`config.mk`:
```
export PLATFORM = sky130hd
export DESIGN_NAME = active_pixel_pingpong
export DESIGN_NICKNAME = d
export VERILOG_FILES = /design/src/rtl/active_pixel_pingpong.sv
export SDC_FILE = /design/constraint.sdc
export NUM_CORES = 1
export LEC_CHECK = 0
export CORE_UTILIZATION = 60
export CTS_CLUSTER_SIZE = 16
export DETAILED_ROUTE_END_ITERATION = 16
export PLACE_DENSITY = 0.76
export SYNTH_ARGS = -nofsm -noshare
export SYNTH_HDL_FRONTEND = slang
export SYNTH_SLANG_ARGS = --single-unit
```
`constraint.sdc`:
```
create_clock -name clk_i -period 86.5 [get_ports clk_i]
set_clock_uncertainty 0.05 [all_clocks]
set_input_delay 12.975 -clock clk_i [delete_from_list [all_inputs] [get_ports clk_i]]
set_output_delay 12.975 -clock clk_i [all_outputs]
set_load 0.02 [all_outputs]
```
`src/rtl/active_pixel_pingpong.sv`:
```
// Double-buffered pixel-map memory: the producer writes one bank while the timing path reads the
// other; a request/ack controller swaps the banks and can zero-fill the new write bank.
module active_pixel_pingpong #(
    parameter int unsigned DATA_W        = 1,
    parameter int unsigned ADDR_W        = 9,
    parameter int unsigned DEPTH         = 512,
    parameter bit          CLEAR_ON_SWAP = 1'b1
) (
    input  logic              clk_i,
    input  logic              rstn_i,
    input  logic [ADDR_W-1:0] waddr_i,
    input  logic [DATA_W-1:0] wdata_i,
    input  logic              wen_i,
    input  logic [ADDR_W-1:0] raddr_i,
    input  logic              ren_i,
    output logic [DATA_W-1:0] rdata_o,
    output logic              rvalid_o,
    input  logic              swap_req_i,
    output logic              swap_ack_o,
    output logic              busy_o,
    output logic              wdrop_o,
    output logic              wbank_o,
    output logic [ADDR_W:0]   wcount_o
);

    typedef enum logic [0:0] {StIdle, StClear} state_e;

    localparam logic [ADDR_W:0]   DepthW   = (ADDR_W + 1)'(DEPTH);
    localparam logic [ADDR_W-1:0] LastAddr = ADDR_W'(DEPTH - 1);

    logic [DATA_W-1:0] bank0_mem [DEPTH];
    logic [DATA_W-1:0] bank1_mem [DEPTH];

    state_e            state_q, state_d;
    logic [ADDR_W-1:0] clr_cnt_q, clr_cnt_d;
    logic              wbank_q, wbank_d;
    logic [ADDR_W:0]   wcount_q, wcount_d;
    logic              swap_ack_q, swap_ack_d;
    logic              wdrop_q, wdrop_d;
    logic [DATA_W-1:0] rdata_q, rdata_d;
    logic              rvalid_q, rvalid_d;

    logic              mem_we;
    logic [ADDR_W-1:0] mem_waddr;
    logic [DATA_W-1:0] mem_wdata;
    logic              wr_in_range;
    logic              rd_in_range;

    assign wr_in_range = ({1'b0, waddr_i} < DepthW);
    assign rd_in_range = ({1'b0, raddr_i} < DepthW);

    always_comb begin
        state_d    = state_q;
        clr_cnt_d  = clr_cnt_q;
        wbank_d    = wbank_q;
        wcount_d   = wcount_q;
        swap_ack_d = 1'b0;
        wdrop_d    = 1'b0;
        mem_we     = 1'b0;
        mem_waddr  = waddr_i;
        mem_wdata  = wdata_i;

        unique case (state_q)
            StIdle: begin
                if (wen_i) begin
                    if (wr_in_range) begin
                        mem_we = 1'b1;
                        if (wcount_q != DepthW) begin
                            wcount_d = wcount_q + (ADDR_W + 1)'(1);
                        end
                    end else begin
                        wdrop_d = 1'b1;
                    end
                end
                // A same-edge write still lands in the old bank because the bank flop updates after.
                if (swap_req_i) begin
                    wbank_d    = ~wbank_q;
                    swap_ack_d = 1'b1;
                    wcount_d   = '0;
                    if (CLEAR_ON_SWAP) begin
                        state_d   = StClear;
                        clr_cnt_d = '0;
                    end
                end
            end
            StClear: begin
                mem_we    = 1'b1;
                mem_waddr = clr_cnt_q;
                mem_wdata = '0;
                wdrop_d   = wen_i;
                clr_cnt_d = clr_cnt_q + ADDR_W'(1);
                if (clr_cnt_q == LastAddr) begin
                    state_d   = StIdle;
                    clr_cnt_d = '0;
                end
            end
            default: state_d = StIdle;
        endcase

        rvalid_d = ren_i;
        rdata_d  = rdata_q;
        if (ren_i) begin
            if (!rd_in_range) begin
                rdata_d = '0;
            end else if (wbank_q) begin
                rdata_d = bank0_mem[raddr_i];
            end else begin
                rdata_d = bank1_mem[raddr_i];
            end
        end
    end

    always_ff @(posedge clk_i) begin
        if (!rstn_i) begin
            state_q    <= StIdle;
            clr_cnt_q  <= '0;
            wbank_q    <= 1'b0;
            wcount_q   <= '0;
            swap_ack_q <= 1'b0;
            wdrop_q    <= 1'b0;
            rdata_q    <= '0;
            rvalid_q   <= 1'b0;
        end else begin
            state_q    <= state_d;
            clr_cnt_q  <= clr_cnt_d;
            wbank_q    <= wbank_d;
            wcount_q   <= wcount_d;
            swap_ack_q <= swap_ack_d;
            wdrop_q    <= wdrop_d;
            rdata_q    <= rdata_d;
            rvalid_q   <= rvalid_d;
        end
    end

    // Banks carry no reset; only the write strobe is held off while reset is asserted.
    always_ff @(posedge clk_i) begin
        if (rstn_i && mem_we) begin
            if (wbank_q) begin
                bank1_mem[mem_waddr] <= mem_wdata;
            end else begin
                bank0_mem[mem_waddr] <= mem_wdata;
            end
        end
    end

    assign rdata_o    = rdata_q;
    assign rvalid_o   = rvalid_q;
    assign swap_ack_o = swap_ack_q;
    assign busy_o     = (state_q == StClear);
    assign wdrop_o    = wdrop_q;
    assign wbank_o    = wbank_q;
    assign wcount_o   = wcount_q;

endmodule

```
==> flow_summary_export.csv <==
group,metric,value,unit
outcome,status,"complete, but fails checks",
outcome,violations,"max-slew violations",
place,placed_area,0.0465,mm²
worst_setup_path,path_common_cell,"mux4_2",
synthesis,ys_seq_elements,1049,
layout,seqCellArea,0.0313,mm²
synthesis,synthMuxAreaShare,13.8,%
sta,setup-violations-final,0,
sta,rsz0062_at_grt,"no",
clock_tree,numCtsBuffers,102,
die,coreArea,0.0748,mm²
place,place.gp.congestion,0.854,
die,fp.dieH,278,µm
synthesis,synth_fa_ha_area_share,0.110,%
clock_tree,cts_tree,"yes",
pwr,clkPwrFrac,40.6,%
sta,slew_headroom,-3.22,%
clock_tree,clockRootBuffer,"clkbuf_16",
pwr,p_leak,14.9,nW
synthesis,synth_edf_count,1024,
place,place_ws,68.82,ns
clock_tree,clk_pin_slew,0.06,ns
sta,final.setup.worst_slack,69.51,ns
pwr,p_per_area,21.0,mW/mm²
synthesis,ys_types,63,
synthesis,synthFlopType,"edfxtp_1",
synthesis,synthArstFlopShare,0,%
clock_tree,cts_resized,0,
clock_tree,cts_setup_buffers,0,
route,vias,27863,
sta,slew_violations,108,
synthesis,synth-warning-count,0,
pwr,pwr-share-comb,5.5,%
sta,fmax,58.8,MHz
worst_setup_path,critPathMaxFanout,99,
synthesis,synth-xor-area-share,0.134,%
place,portBuffers,39,
global_routing,grt_pass1_wl,172000,µm
worst_setup_path,critPathKind,"in -> reg",
sta,fin_crit,16.99,ns
clock_tree,cts_max_level,3,
global_routing,grt_use_total,30.3,%
die,rows,100,
pwr,p_switching,0.225,mW
worst_setup_path,slowest_delay,0.85,ns
layout,num-fill-cells,5066,
place,dpl.hpwl,63500,µm
worst_setup_path,end_kind,"flop",
synthesis,synth_area,0.0457,mm²
layout,nets,3160,
route,remaining_drc_errors,0,
layout,drive_gt1_share,14.0,%
sta,finalCritPeriodShare,19.6,%
route,viasPerCell,6.66,
pwr,seqPwrFrac,53.9,%
clock_tree,cts_hold_buffers,0,
pwr,internal-power,0.816,mW
pwr,swShare,21.6,%
layout,multiInputGateArea,0.0129,mm²
route,routed_wl,116000,µm
clock_tree,clock-sinks,1049,
place,dp_cells,3997,
min_path,hp-class,"reg -> reg",
route,dr.pass1.iters,7,
global_routing,grt_max_degree,356,
global_routing,grt_overflow,0,
synthesis,syn_inst,3210,
route,first_iter_violations,4270,
sta,hold_viol,0,
worst_setup_path,cp_slowest_cell,"buf_4",
synthesis,synth_top_family_by_area,"multiplexers",
global_routing,grt_pass1_vias,27780,
pwr,power,1.04,mW
clock_tree,cts_buffer_depth,3,
worst_setup_path,worstPathRequired,86.98,ns
synthesis,ys_seq_area_share,68.5,%
synthesis,synth_fp_nets,3238,
worst_setup_path,startpoint_type,"input port",
route,antenna_left,0,
die,ios,40,
layout,finalNonFillerCells,4182,
synthesis,yosys.area_share.simple,11.1,%
sta,hold_slack,0.518,ns
worst_setup_path,crit_arrival,17.48,ns
die,initial_core_util,61.0,%
global_routing,antenna_found_initial,0,
layout,post-route-util,66.2,%
clock_tree,clock_latency,0.66,ns
synthesis,syn_avg_cell_area,14.2,µm²
route,detail_route.wl_per_cell,27.7,µm
sta,tightest_slew,1.55,ns
die,die_w,278,µm
layout,antenna_cells,0,
sta,fin_tns_setup,0,ns
synthesis,synth_compound_area_share,3.14,%
die,dieArea,0.0772,mm²
pwr,peakVddDrop,15.3,µV
layout,synthToLayoutAreaGrowth,8.58,%
worst_setup_path,crit_chain,"buf_8 > buf_12 > buf_4 > mux4_2 > mux4_2 > nor3_1 > nor4_1 > o41ai_1 > o211ai_1",
layout,design_area,0.0496,mm²
job,maxCapViolCount,0,
==> synthesized netlist by cell type (7+ instances only) <==
master / number / area share, %
and2_1: 9 / 0.12
mux2i_1: 110 / 2.4
a211oi_1: 7 / 0.12
a21oi_1: 34 / 0.37
a22oi_1: 24 / 0.39
inv_1: 17 / 0.14
edfxtp_1: 1024 / 67
mux2_2: 7 / 0.17
dfxtp_1: 25 / 1.1
o21ai_0: 20 / 0.22
nand3_1: 22 / 0.24
nand2b_1: 7 / 0.096
a31oi_1: 13 / 0.18
buf_6: 17 / 0.42
buf_1: 38 / 0.31
buf_2: 28 / 0.31
clkbuf_1: 195 / 1.6
and3_1: 9 / 0.12
o221ai_1: 38 / 0.73
nor2b_1: 15 / 0.21
nor4_1: 7 / 0.096
mux4_2: 221 / 11
o22ai_1: 14 / 0.19
nor2_1: 1079 / 8.9
nor3_1: 20 / 0.22
buf_4: 9 / 0.15
nand2_1: 107 / 0.88
a221oi_1: 7 / 0.13
==> cell usage in the layout (no fill, tap or decap), types with 5 or more instances in the layout <==
cell and count:
a211oi_1 7, a21oi_1 34, a221oi_1 7, a22o_1 5, a22oi_1 24, a31oi_1 13, a32o_1 5, and2_1 9
and3_1 9, buf_4 70, bufinv_16 7, clkbuf_1 21, clkbuf_16 102, clkdlybuf4s50_1 35, clkinv_1 26, clkinv_2 23
dfxtp_1 25, edfxtp_1 1024, inv_1 17, mux2_2 7, mux2i_1 110, mux4_1 6, mux4_2 221, nand2_1 107
nand2b_1 6, nand3_1 22, nand4_1 6, nor2_1 1079, nor2b_1 14, nor3_1 20, nor4_1 7, o21ai_0 20
o21ai_1 5, o221ai_1 38, o22ai_1 14, xnor2_1 5
==> state kept, by name, indices dropped and copies added, names as in the netlist <==
signal      flops
bank0_mem     512
bank1_mem     512
wcount_o       10
clr_cnt_q       9
busy_o          1
rdata_o         1
rvalid_o        1
swap_ack_o      1
wbank_o         1
wdrop_o         1
==> critical path, delay by kind of cell <==
kind | cells | cell delay, ns
AOI/OAI and AO/OA | 2 | 0.65
muxes | 2 | 1.06
and+or+nand+nor | 2 | 0.29
buffers and inverters | 3 | 2.02
==> cell families after synthesis <==
kind of cell / count (synthesis)
AND/OR/NAND/NOR: 1292
buffers and inverters: 313
XOR/XNOR: 7
multiplexers: 344
flip-flops: 1049
adder cells (fa/ha/maj): 4
AO/OA/AOI/OAI: 201
==> path summary, 6_finish.rpt <==
kind / start / endpoint / slack [ns] / depth (start not counted)
worst max register to register: busy_o / bank0_mem[264] / 82.49 / 4
worst min-delay path: clr_cnt_q[4] / clr_cnt_q[4] / 0.52 / 2
worst min register to register: clr_cnt_q[4] / clr_cnt_q[4] / 0.52 / 2
worst max-delay path: raddr_i[0] / rdata_o / 69.51 / 9
==> area by class of cell <==
| class | count | area share, % |
|---|---|---|
| repair buffers | 112 | 1.97 |
| well taps | 969 | 2.45 |
| inverters | 19 | 0.144 |
| clock inverters | 62 | 0.972 |
| flip-flops and latches | 1049 | 63.0 |
| clock buffers | 123 | 5.31 |
| multi-input cells | 1848 | 26.1 |
==> power by group through the flow <==
stage / clock network [mW] / registers [mW] / logic, mW
2_1_floorplan: 0 / 0.587 / 0.0376
3_3_place_gp: 0 / 0.572 / 0.0543
3_5_place_dp: 0 / 0.572 / 0.0556
4_1_cts: 0.426 / 0.561 / 0.0559
5_1_grt: 0.444 / 0.561 / 0.0595
6_report: 0.423 / 0.561 / 0.0568
==> routing by layer <==
metal  vias up  global-route usage [%]  routed length [µm]
li1      11631                       -                   -
met1     14226                    40.3               41700
met2      1724                    50.4               57000
met3       282                    5.42               12400
met4         0                    11.4                4590
met5         -                       0                   0
No activity file was read; power rests on OpenSTA's default activity.
